==> config.mk <==
export PLATFORM = sky130hd
export DESIGN_NAME = bus_txn_monitor
export DESIGN_NICKNAME = d
export VERILOG_FILES = /design/src/rtl/bus_mon_pkg.sv /design/src/rtl/bus_mon_channel.sv /design/src/rtl/bus_txn_monitor.sv
export SDC_FILE = /design/constraint.sdc
export NUM_CORES = 1
export LEC_CHECK = 0
export CAP_MARGIN = 30
export CORE_ASPECT_RATIO = 0.7
export CORE_MARGIN = 3
export CORE_UTILIZATION = 47
export CTS_CLUSTER_DIAMETER = 100
export DETAILED_ROUTE_END_ITERATION = 7
export PLACE_DENSITY = 0.74
export SETUP_SLACK_MARGIN = 0.02
export SYNTH_ARGS = -nofsm -noshare
export SYNTH_HDL_FRONTEND = slang
export SYNTH_HIERARCHICAL = 1
export SYNTH_SLANG_ARGS = --single-unit
export TNS_END_PERCENT = 10
==> constraint.sdc <==
create_clock -name clk -period 2.9 [get_ports clk]
set_clock_uncertainty 0.1 [all_clocks]
set_input_delay 0.29 -clock clk [delete_from_list [all_inputs] [get_ports clk]]
set_output_delay 0.29 -clock clk [all_outputs]
set_load 0.01 [all_outputs]
==> src/rtl/bus_mon_pkg.sv <==
// Shared types and helpers for the multi-channel bus transaction monitor.
// Provides the channel FSM state encoding, the error pulse bundle and the
// width helpers used to size per-channel timers and beat counters.
package bus_mon_pkg;

  localparam logic [2:0] IDLE_ENC      = 3'd0;
  localparam logic [2:0] WAIT_RDY_ENC  = 3'd1;
  localparam logic [2:0] BURST_ENC     = 3'd2;
  localparam logic [2:0] CHECK_END_ENC = 3'd3;
  localparam logic [2:0] WAIT_DONE_ENC = 3'd4;
  localparam logic [2:0] DRAIN_ENC     = 3'd5;

  typedef enum logic [2:0] {
    ST_IDLE      = IDLE_ENC,
    ST_WAIT_RDY  = WAIT_RDY_ENC,
    ST_BURST     = BURST_ENC,
    ST_CHECK_END = CHECK_END_ENC,
    ST_WAIT_DONE = WAIT_DONE_ENC,
    ST_DRAIN     = DRAIN_ENC
  } state_e;

  typedef struct packed {
    logic ready;
    logic burst;
    logic done;
  } err_t;

  // Timer must be able to hold DONE_MAX+1 so it can saturate past the window.
  function automatic int timer_w(input int done_max);
    return $clog2(done_max + 2);
  endfunction

  function automatic int beat_w(input int burst_len);
    return $clog2(burst_len + 1);
  endfunction

endpackage

==> src/rtl/bus_mon_channel.sv <==
// One channel of the bus transaction monitor: transfer FSM, request timer,
// beat counter, done tracking, sticky error flag and clean-transfer counter.
// Ports: clk_i/rst_i (async active-high), clear_i (sync clear of sticky and
// count), valid_i/ready_i/done_i (bus observation), busy_o (FSM not IDLE),
// err_o (registered 1-cycle error pulses), err_sticky_o, xfer_count_o.
//
// state     | meaning
// IDLE      | no request outstanding, waiting for valid
// WAIT_RDY  | request seen, waiting for first valid&ready beat
// BURST     | counting consecutive valid&ready beats
// CHECK_END | first cycle after the last beat, overrun check
// WAIT_DONE | burst finished, waiting for done strobe
// DRAIN     | error reported, waiting for valid to drop
module bus_mon_channel
  import bus_mon_pkg::*;
#(
  parameter int BURST_LEN = 4,
  parameter int READY_MAX = 4,
  parameter int DONE_MAX  = 8,
  parameter int CNT_W     = 16
) (
  input  logic             clk_i,
  input  logic             rst_i,
  input  logic             clear_i,
  input  logic             valid_i,
  input  logic             ready_i,
  input  logic             done_i,
  output logic             busy_o,
  output err_t             err_o,
  output logic             err_sticky_o,
  output logic [CNT_W-1:0] xfer_count_o
);

  localparam int TW = timer_w(DONE_MAX);
  localparam int BW = beat_w(BURST_LEN);
  localparam logic [TW-1:0] T_READY = TW'(READY_MAX);
  localparam logic [TW-1:0] T_DONE  = TW'(DONE_MAX);
  localparam logic [TW-1:0] T_SAT   = TW'(DONE_MAX + 1);
  localparam logic [BW-1:0] B_LAST  = BW'(BURST_LEN);

  state_e            state_q, state_d;
  logic [TW-1:0]     timer_q, timer_d;
  logic [BW-1:0]     beat_q, beat_d;
  logic              done_seen_q, done_seen_d;
  err_t              err_q, err_d;
  logic              sticky_q;
  logic [CNT_W-1:0]  count_q;
  logic              complete;
  logic              active;
  logic              hs;
  logic              done_hit;
  logic              done_late;

  assign active    = (state_q != ST_IDLE) && (state_q != ST_DRAIN);
  assign hs        = valid_i & ready_i;
  // The timer is already >= 1 in every active state, so done at T0 never lands here.
  assign done_hit  = done_i && (timer_q >= TW'(1)) && (timer_q <= T_DONE);
  assign done_late = !done_seen_q && !done_hit && (timer_q >= T_DONE);

  always_comb begin
    state_d     = state_q;
    timer_d     = timer_q;
    beat_d      = beat_q;
    done_seen_d = done_seen_q;
    err_d       = '0;
    complete    = 1'b0;

    if (active) begin
      if (timer_q != T_SAT) timer_d = timer_q + TW'(1);
      done_seen_d = done_seen_q | done_hit;
      err_d.done  = done_late;
    end

    case (state_q)
      ST_IDLE: begin
        if (valid_i) begin
          state_d     = ST_WAIT_RDY;
          timer_d     = TW'(1);
          beat_d      = '0;
          done_seen_d = 1'b0;
        end
      end
      ST_WAIT_RDY: begin
        if (hs) begin
          beat_d  = BW'(1);
          state_d = (BURST_LEN == 1) ? ST_CHECK_END : ST_BURST;
        end else begin
          err_d.burst = !valid_i;
          err_d.ready = (timer_q == T_READY);
        end
      end
      ST_BURST: begin
        if (hs) begin
          beat_d = beat_q + BW'(1);
          if (beat_q + BW'(1) == B_LAST) state_d = ST_CHECK_END;
        end else begin
          err_d.burst = 1'b1;
        end
      end
      ST_CHECK_END: begin
        if (hs) begin
          err_d.burst = 1'b1;
        end else if (done_seen_q || done_hit) begin
          complete = 1'b1;
          state_d  = ST_IDLE;
        end else begin
          state_d = ST_WAIT_DONE;
        end
      end
      ST_WAIT_DONE: begin
        if (done_hit) begin
          complete = 1'b1;
          state_d  = ST_IDLE;
        end
      end
      ST_DRAIN: begin
        if (!valid_i) state_d = ST_IDLE;
      end
      default: state_d = ST_IDLE;
    endcase

    if (err_d != '0) state_d = ST_DRAIN;
    if (state_d == ST_IDLE) begin
      timer_d = '0;
      beat_d  = '0;
    end
  end

  always_ff @(posedge clk_i or posedge rst_i) begin
    if (rst_i) begin
      state_q     <= ST_IDLE;
      timer_q     <= '0;
      beat_q      <= '0;
      done_seen_q <= 1'b0;
      err_q       <= '0;
      sticky_q    <= 1'b0;
      count_q     <= '0;
    end else begin
      state_q     <= state_d;
      timer_q     <= timer_d;
      beat_q      <= beat_d;
      done_seen_q <= done_seen_d;
      err_q       <= err_d;
      // A new error outranks a coincident clear.
      sticky_q    <= (sticky_q & ~clear_i) | (err_d != '0);
      if (clear_i) begin
        count_q <= complete ? CNT_W'(1) : '0;
      end else if (complete && (count_q != '1)) begin
        count_q <= count_q + CNT_W'(1);
      end
    end
  end

  assign busy_o       = (state_q != ST_IDLE);
  assign err_o        = err_q;
  assign err_sticky_o = sticky_q;
  assign xfer_count_o = count_q;

endmodule

==> src/rtl/bus_txn_monitor.sv <==
// Multi-channel bus transaction monitor. Each channel independently checks
// burst length, ready latency and done latency and counts clean transfers.
// Ports: clk/rst (async active-high), clear (sync clear of sticky/counts),
// valid/ready/done per channel in; busy, err_ready/err_burst/err_done
// pulses, err_sticky per channel, err_any, and packed xfer_count out.
module bus_txn_monitor
  import bus_mon_pkg::*;
#(
  parameter int NUM_CH    = 2,
  parameter int BURST_LEN = 4,
  parameter int READY_MAX = 4,
  parameter int DONE_MAX  = 8,
  parameter int CNT_W     = 16
) (
  input  logic                    clk,
  input  logic                    rst,
  input  logic                    clear,
  input  logic [NUM_CH-1:0]       valid,
  input  logic [NUM_CH-1:0]       ready,
  input  logic [NUM_CH-1:0]       done,
  output logic [NUM_CH-1:0]       busy,
  output logic [NUM_CH-1:0]       err_ready,
  output logic [NUM_CH-1:0]       err_burst,
  output logic [NUM_CH-1:0]       err_done,
  output logic [NUM_CH-1:0]       err_sticky,
  output logic                    err_any,
  output logic [NUM_CH*CNT_W-1:0] xfer_count
);

  generate
    if (NUM_CH < 1 || CNT_W < 1 || BURST_LEN < 1 || READY_MAX < 1 ||
        DONE_MAX < READY_MAX + BURST_LEN - 1) begin : g_bad_params
      $error("bus_txn_monitor: illegal parameter combination");
    end
  endgenerate

  for (genvar i = 0; i < NUM_CH; i++) begin : g_ch
    err_t err_w;

    bus_mon_channel #(
      .BURST_LEN(BURST_LEN),
      .READY_MAX(READY_MAX),
      .DONE_MAX (DONE_MAX),
      .CNT_W    (CNT_W)
    ) u_ch (
      .clk_i       (clk),
      .rst_i       (rst),
      .clear_i     (clear),
      .valid_i     (valid[i]),
      .ready_i     (ready[i]),
      .done_i      (done[i]),
      .busy_o      (busy[i]),
      .err_o       (err_w),
      .err_sticky_o(err_sticky[i]),
      .xfer_count_o(xfer_count[i*CNT_W +: CNT_W])
    );

    assign err_ready[i] = err_w.ready;
    assign err_burst[i] = err_w.burst;
    assign err_done[i]  = err_w.done;
  end

  assign err_any = |err_sticky;

endmodule
==> results of run 1 <==
[per-stage QoR]
step / util (%) / std cells / hold WS (ns)
5_1_grt: 60.99 / 588 / 0.3493
3_5_place_dp: 56.82 / 573 / 0.4517
2_1_floorplan: - / 434 / 0.2935
3_3_place_gp: 56.82 / 573 / 0.4288
6_report: 60.99 / 588 / 0.2753
4_1_cts: 60.99 / 588 / 0.2860
[cell families after synthesis]
| logic type | count (synthesis) |
|---|---|
| compound gates | 105 |
| xor+xnor | 8 |
| mux | 10 |
| buf+inv | 46 |
| simple gates | 188 |
| flops | 62 |
| fa+ha+maj | 15 |
[flip-flops by register name (all words and copies together), names as in the netlist]
register	cells
g_ch.u_ch/state_q	6
g_ch.u_ch/err_sticky_o	2
g_ch.u_ch/beat_q	6
g_ch.u_ch/timer_q	8
g_ch.u_ch/err_o	6
g_ch.u_ch/xfer_count_o	32
g_ch.u_ch/done_seen_q	2
[layout make-up]
cell class                 instances  area, um2
clock buffer                      11      242.7
clock inverter                     4      95.09
fill                             698       3163
inverter                          23      86.33
multi-input combinational        326       2257
sequential                        62       1551
tap                              101      126.4
timing repair buffer              61      585.6
[final timing paths]
path                                           startpoint                             to  slack, ns  cells after the start
worst max register to register    g_ch[1].u_ch/timer_q[0]  g_ch[1].u_ch/xfer_count_o[12]       0.36                      7
worst max-delay path              g_ch[1].u_ch/timer_q[0]  g_ch[1].u_ch/xfer_count_o[12]       0.36                      7
worst min register to register  g_ch[1].u_ch/err_sticky_o      g_ch[1].u_ch/err_sticky_o       0.46                      2
max in group asynchronous                             rst        g_ch[1].u_ch/timer_q[1]       1.74                      3
worst min-delay path                                  rst         g_ch[0].u_ch/beat_q[1]       0.28                      3
min in group clk                g_ch[1].u_ch/err_sticky_o      g_ch[1].u_ch/err_sticky_o       0.46                      2
[placed cells by master, fill, tap and decap left out, drive strengths merged, types with 2 or more instances in the layout]
| cell | n |
|---|---|
| o221ai | 2 |
| xnor2 | 4 |
| xor2 | 4 |
| nor4 | 7 |
| inv | 23 |
| mux2 | 4 |
| clkbuf | 11 |
| ha | 12 |
| a211oi | 3 |
| o41ai | 4 |
| o2111ai | 2 |
| maj3 | 3 |
| or2 | 2 |
| nand4 | 15 |
| a21oi | 40 |
| nand2 | 24 |
| nor3b | 7 |
| nor4b | 3 |
| nor2b | 8 |
| nor2 | 28 |
| a21bo | 2 |
| or4b | 3 |
| mux2i | 6 |
| o211ai | 3 |
| or4 | 19 |
| nand2b | 19 |
| clkdlybuf4s50 | 51 |
| bufinv | 3 |
| o21ai | 14 |
| or3 | 9 |
| o31ai | 19 |
| o32ai | 4 |
| nand3b | 2 |
| a31oi | 3 |
| buf | 10 |
| nand4b | 3 |
| nor3 | 10 |
| nand3 | 15 |
| and3 | 10 |
| dfrtp | 62 |
[routing by layer]
metal	vias up	wire length (um)
met5	-	0
met4	0	108
met3	11	528
met2	115	4227
met1	1758	4652
li1	1728	-
[worst register-to-register path: cells and delay by family (launching register included)]
kind	cells	cell delay [ns]
AND/OR/NAND/NOR	2	0.60
AO/OA/AOI/OAI	2	0.59
flip-flops	1	0.43
multiplexers	1	0.37
adder cells (fa/ha/maj)	1	0.27
buffers and inverters	1	0.07
[where the power goes]
part | switching, mW | leakage [nW] | internal, mW
Sequential | 0.238 | 0.840 | 1.01
Clock | 0.365 | 0.166 | 0.856
Combinational | 0.799 | 0.970 | 0.652
==> run metrics, run 1 <==
Initial Utilization between 40% and 50%; initial drt markers 312; ys async rst share 100.0%; Pre-Repair DR Iteration Count 5; GPL Wtd Cong ~0.87; Distinct cells, synth 66; biggest cell delay along the critical path between 0.4 and 0.5 ns; htree depth 3; most area-consuming cells after synthesis dfrtp_1 (38%), a21oi_1 (5.0%), ha_1 (3.7%), o31ai_1 (3.5%), or4_1 (3.5%); Required @ worst endpoint between 3 and 4 ns; post-synthesis compound-gate area fraction between 15 and 20%; RSZ-0062 raised after global routing false; number of max-cap violations 0; clock period minus final worst setup slack 2.541 ns; area grow syn2layout 22.43%; nets between 500 and 600; global-route usage over all layers 19.82%; Synth Area in Simple Gates between 20% and 30%; classification of the worst-slack hold path in2async; syn_nets approximately 460; ANT nets after route 0; Syn Area/Cell between 9 and 10 um2; Fmax around 0.4 GHz; Max IR drop VDD just under 0.0005 V; post-detail-place hpwl 6726 um; worst-case clock buffer depth 2; drt wl/cell 16.19 um; n_diodes 0; multiplexer share of the synthesized area under 10%; Hold-fix buffers, CTS 0; Yosys reg bits 62; CTS sink count between 60 and 70; Synth Area in XOR/XNOR 1.735%; FP Rows 27; vias in the first global route between 3000 and 4000; number of port buffers just over 50; cell with the most instances after synthesis dfrtp_1; final hold viol count 0; GR peak layer met1; number of I/O pins 52; share of the synthesized area in the top cell type between 30% and 40%; first-pass GRT wire length between 15000 and 20000 um; fin worst setup slack 0.3589 ns; die area ~10000 um2; dpl ws ~0.33 ns; leakage power about 2.0 nW; status finished, final reports clean; via count around 3600; Cell Pwr Density a little under 800 nW/um2; EDFF count, synth 0; most frequent cells after synthesis dfrtp_1 (62), a21oi_1 (40), nor2_1 (28); layout cells sized above 1 roughly a tenth; post-CTS setup buffer count 0; Slew Limit Fails 0; startpoint types flop; sequential area share after synthesis roughly 38%; YS warnings 6; DRT Wirelength 9517 um; largest net degree at the start of global routing 32; cts repair resizes 0; post-DR vias/cell approximately 6.1; critical path arrival 2.65 ns; core box area ~8000 um2; DP Area roughly 4600 um2; mapped cell area 4039 um2; Crit Path Max Fanout 26; Mapped Cells 434; Cell Chain, Critical Path inv_1 > ha_1 > nor4b_2 > a211oi_4 > a22oi_4 > nor4bb_1 > mux2_2; Clk Latency, worst-skew pair ~0.33 ns; met2 usage roughly 29%; cts bufs inserted 9; Buf+Inv Stages, Crit Path 1; setup_tns 0 ns; CTS clk-pin slew, worst paths about 0.050 ns; headroom to the max-slew limit 44.18%; TritonCTS clock tree done; cell at the root of the clock tree clkbuf_16; delay-heaviest family, CP simple AND/OR/NAND/NOR gates; DIE WIDTH about 120 um; DRC errors left 0; CP endpoint kind flop; final period utilization between 80% and 90%; post-synthesis adder-cell area fraction 4.461%; M1 GR Usage between 20 and 30%; chip height around 84 um; initial antenna violation count 0; Worst-Margin Slew around 0.83 ns; final-report setup violation count 0; met3 Use GR about 5.4%; critical path's slowest cell dfrtp_1; cell taking the most area after synthesis dfrtp_1; Most used DFF post-synth dfrtp_1; WS Path Type reg2reg; fin area slightly below 5000 um2; main combinational cell family by area after synthesis simple AND/OR/NAND/NOR gates; Overflow after GRT 0; Pwr Total 3.919 mW
(Power assumes the default switching activity.)
==> inputs of run 2 (changes only) <==
Settings changed: CTS_CLUSTER_SIZE set to 28.
==> results of run 2 <==
Final layout, timing and power as in run 1 (identical DEF).
==> inputs of run 3 (changes only) <==
--- a/config.mk
+++ b/config.mk
@@ -6,9 +6,9 @@
 export NUM_CORES = 1
 export LEC_CHECK = 0
+export ABC_CLOCK_PERIOD_IN_PS = 2900
 export CAP_MARGIN = 30
 export CORE_ASPECT_RATIO = 0.7
 export CORE_MARGIN = 3
 export CORE_UTILIZATION = 47
-export CTS_CLUSTER_DIAMETER = 100
 export CTS_CLUSTER_SIZE = 28
 export DETAILED_ROUTE_END_ITERATION = 7
==> constraint.sdc (replaced) <==
create_clock -name clk -period 2.9 [get_ports clk]
set_clock_uncertainty 0.1 [all_clocks]
set_input_delay 0.29 -clock clk [delete_from_list [all_inputs] [get_ports clk]]
set_output_delay 0.29 -clock clk [all_outputs]
set_load 0.02 [all_outputs]
==> run 3 against run 2 <==
  * Die area stayed put
  * Core utilization is 0.11 points lower
  * Clock-buffer cell count is 3 higher
  * First-iteration DRC count is 27% higher
  * Combinational power is 6% higher
  * Setup slack worse by 0.028 ns
  * Critical path type unchanged
  * Largest power group unchanged
==> run metrics, run 3 (synthesis gave the netlist of run 1 again) <==
htree depth 3; n_diodes 0; Internal Power between 2 and 2.5 mW; area grow syn2layout 22.21%; GPL Wtd Cong 0.8589; cts repair resizes 0; Overflow after GRT 0; area of the multi-input gates about 2300 um2; Clock power frac 29.3%; via count 3605; Crit Path Max Fanout 26; DRT Wirelength between 9000 and 10000 um; worst-case clock buffer depth 2; Flop pwr share roughly a third; Net Sw Frac approximately 38%; RSZ-0062 raised after global routing false; startpoint types flop; Reg-to-Reg Start g_ch[1].u_ch/timer_q[0]; chip height 83.56 um; final period utilization 88.60%; Hold-fix buffers, CTS 0; CTS clk-pin slew, worst paths 0.06 ns; Pre-Repair DR Iteration Count 5; final hold viol count 0; Fmax around 0.39 GHz; first-pass GRT wire length between 15000 and 20000 um; r2r setup slk ~0.33 ns; die area 9760 um2; fill count between 600 and 700; Max IR drop VDD ~0.00056 V; Clk Latency, worst-skew pair 0.33 ns; Reg2Reg Depth 7; max reg flops 32; worst reg2reg endpoint g_ch[1].u_ch/xfer_count_o[12]; setup_tns 0 ns; headroom to the max-slew limit 42.19%; TritonCTS clock tree done; most frequent cells in the layout dfrtp_1 (62), clkdlybuf4s50_1 (51), a21oi_1 (40), nor2_1 (28), nand2_1 (24); cell at the root of the clock tree clkbuf_16; final-report setup violation count 0; cts bufs inserted 9; CTS sink count 62; ANT nets after route 0; WS Path Type reg2reg; NetSw around 1.5 mW; clock period minus final worst setup slack between 2 and 3 ns; number of I/O pins between 50 and 60; layout cells sized above 1 approximately a tenth; drt wl/cell 16.03 um; largest net degree at the start of global routing 32; FP Rows 27; initial drt markers around 400; critical path startpoint g_ch[1].u_ch/timer_q[0]; nets about 510; Reg area 1551 um2; Cell Pwr Density between 700 and 800 nW/um2; Worst-Margin Slew ~0.87 ns; number of port buffers 51; classification of the worst-slack hold path in2async; Initial Utilization about half; Slew Limit Fails 0; status finished, final reports clean; post-CTS setup buffer count 0; leakage power ~2 nW; Final Util between 60% and 70%; critical path arrival roughly 2.7 ns; global-route usage over all layers just over 20%; Required @ worst endpoint slightly above 3 ns; Comb pwr share between 30% and 40%; core box area about 8100 um2; DRC errors left 0; most common cell after layout, fill and taps aside dfrtp_1; initial antenna violation count 0; post-detail-place hpwl between 6000 and 7000 um; post-DR vias/cell around 6; DIE WIDTH approximately 120 um; vias in the first global route between 3000 and 4000; number of max-cap violations 0; CP endpoint kind flop
-- run 3: cell count changes in the layout (fill, tap and decap cells not counted) --
cell / before / now
clkbuf_8: 1 / 4
bufinv_16: 3 / 1
buf_4: 10 / 11
clkinv_2: 1 / 0
clkinvlp_4: 0 / 1
-- run 3: worst max-delay path by stage --
stage,cells after the start,slack [ns],endpoint
CTS,7,0.36,g_ch[1].u_ch/xfer_count_o[6]
global placement,6,0.40,g_ch[1].u_ch/xfer_count_o[6]
floorplan,8,0.60,g_ch[1].u_ch/xfer_count_o[6]
finish,7,0.33,g_ch[1].u_ch/xfer_count_o[12]
global route,7,0.16,g_ch[1].u_ch/xfer_count_o[6]
detailed placement,6,0.31,g_ch[1].u_ch/xfer_count_o[6]
-- run 3: layout make-up --
cell class | count | share of cell area [%]
repair buffers | 62 | 12.02
clock inverters | 2 | 0.7605
well taps | 101 | 2.560
inverters | 23 | 1.749
flip-flops and latches | 62 | 31.43
multi-input cells | 326 | 45.73
clock buffers | 14 | 5.754
-- run 3: critical path: stages (launching register included) --
cell      delay [ns]
dfrtp_1         0.42
inv_1           0.07
ha_1            0.28
nor4b_2         0.20
a211oi_4        0.34
a22oi_4         0.26
nor4bb_1        0.40
mux2_2          0.38
-- run 3: power groups by stage --
stage	Combinational (mW)	Sequential, mW	Clock, mW
after CTS	1.52	1.22	1.16
final	1.53	1.23	1.14
after detailed placement	1.50	1.24	0
after floorplan	1.18	1.18	0
after global placement	1.47	1.23	0
after global routing	1.68	1.26	1.20
-- run 3: per-stage QoR --
| step | cells | area, um2 | power (mW) | setup slack [ns] | hold WS, ns |
|---|---|---|---|---|---|
| final | 590 | 4936 | 3.897 | 0.3306 | 0.2727 |
| after global routing | 590 | 4936 | 4.134 | 0.1603 | 0.3653 |
| after CTS | 590 | 4936 | 3.903 | 0.3608 | 0.2971 |
| after detailed placement | 574 | 4614 | 2.738 | 0.3145 | 0.4333 |
| after global placement | 574 | 4614 | 2.705 | 0.4017 | 0.4298 |
| after floorplan | 434 | 4039 | 2.362 | 0.6004 | 0.2935 |
-- run 3: per-layer routing --
layer | track usage, % | wire, um
met1 | 30.17 | 4490
met2 | 28.96 | 4186
met3 | 6.014 | 691
met4 | 4.583 | 90
met5 | 0 | 0
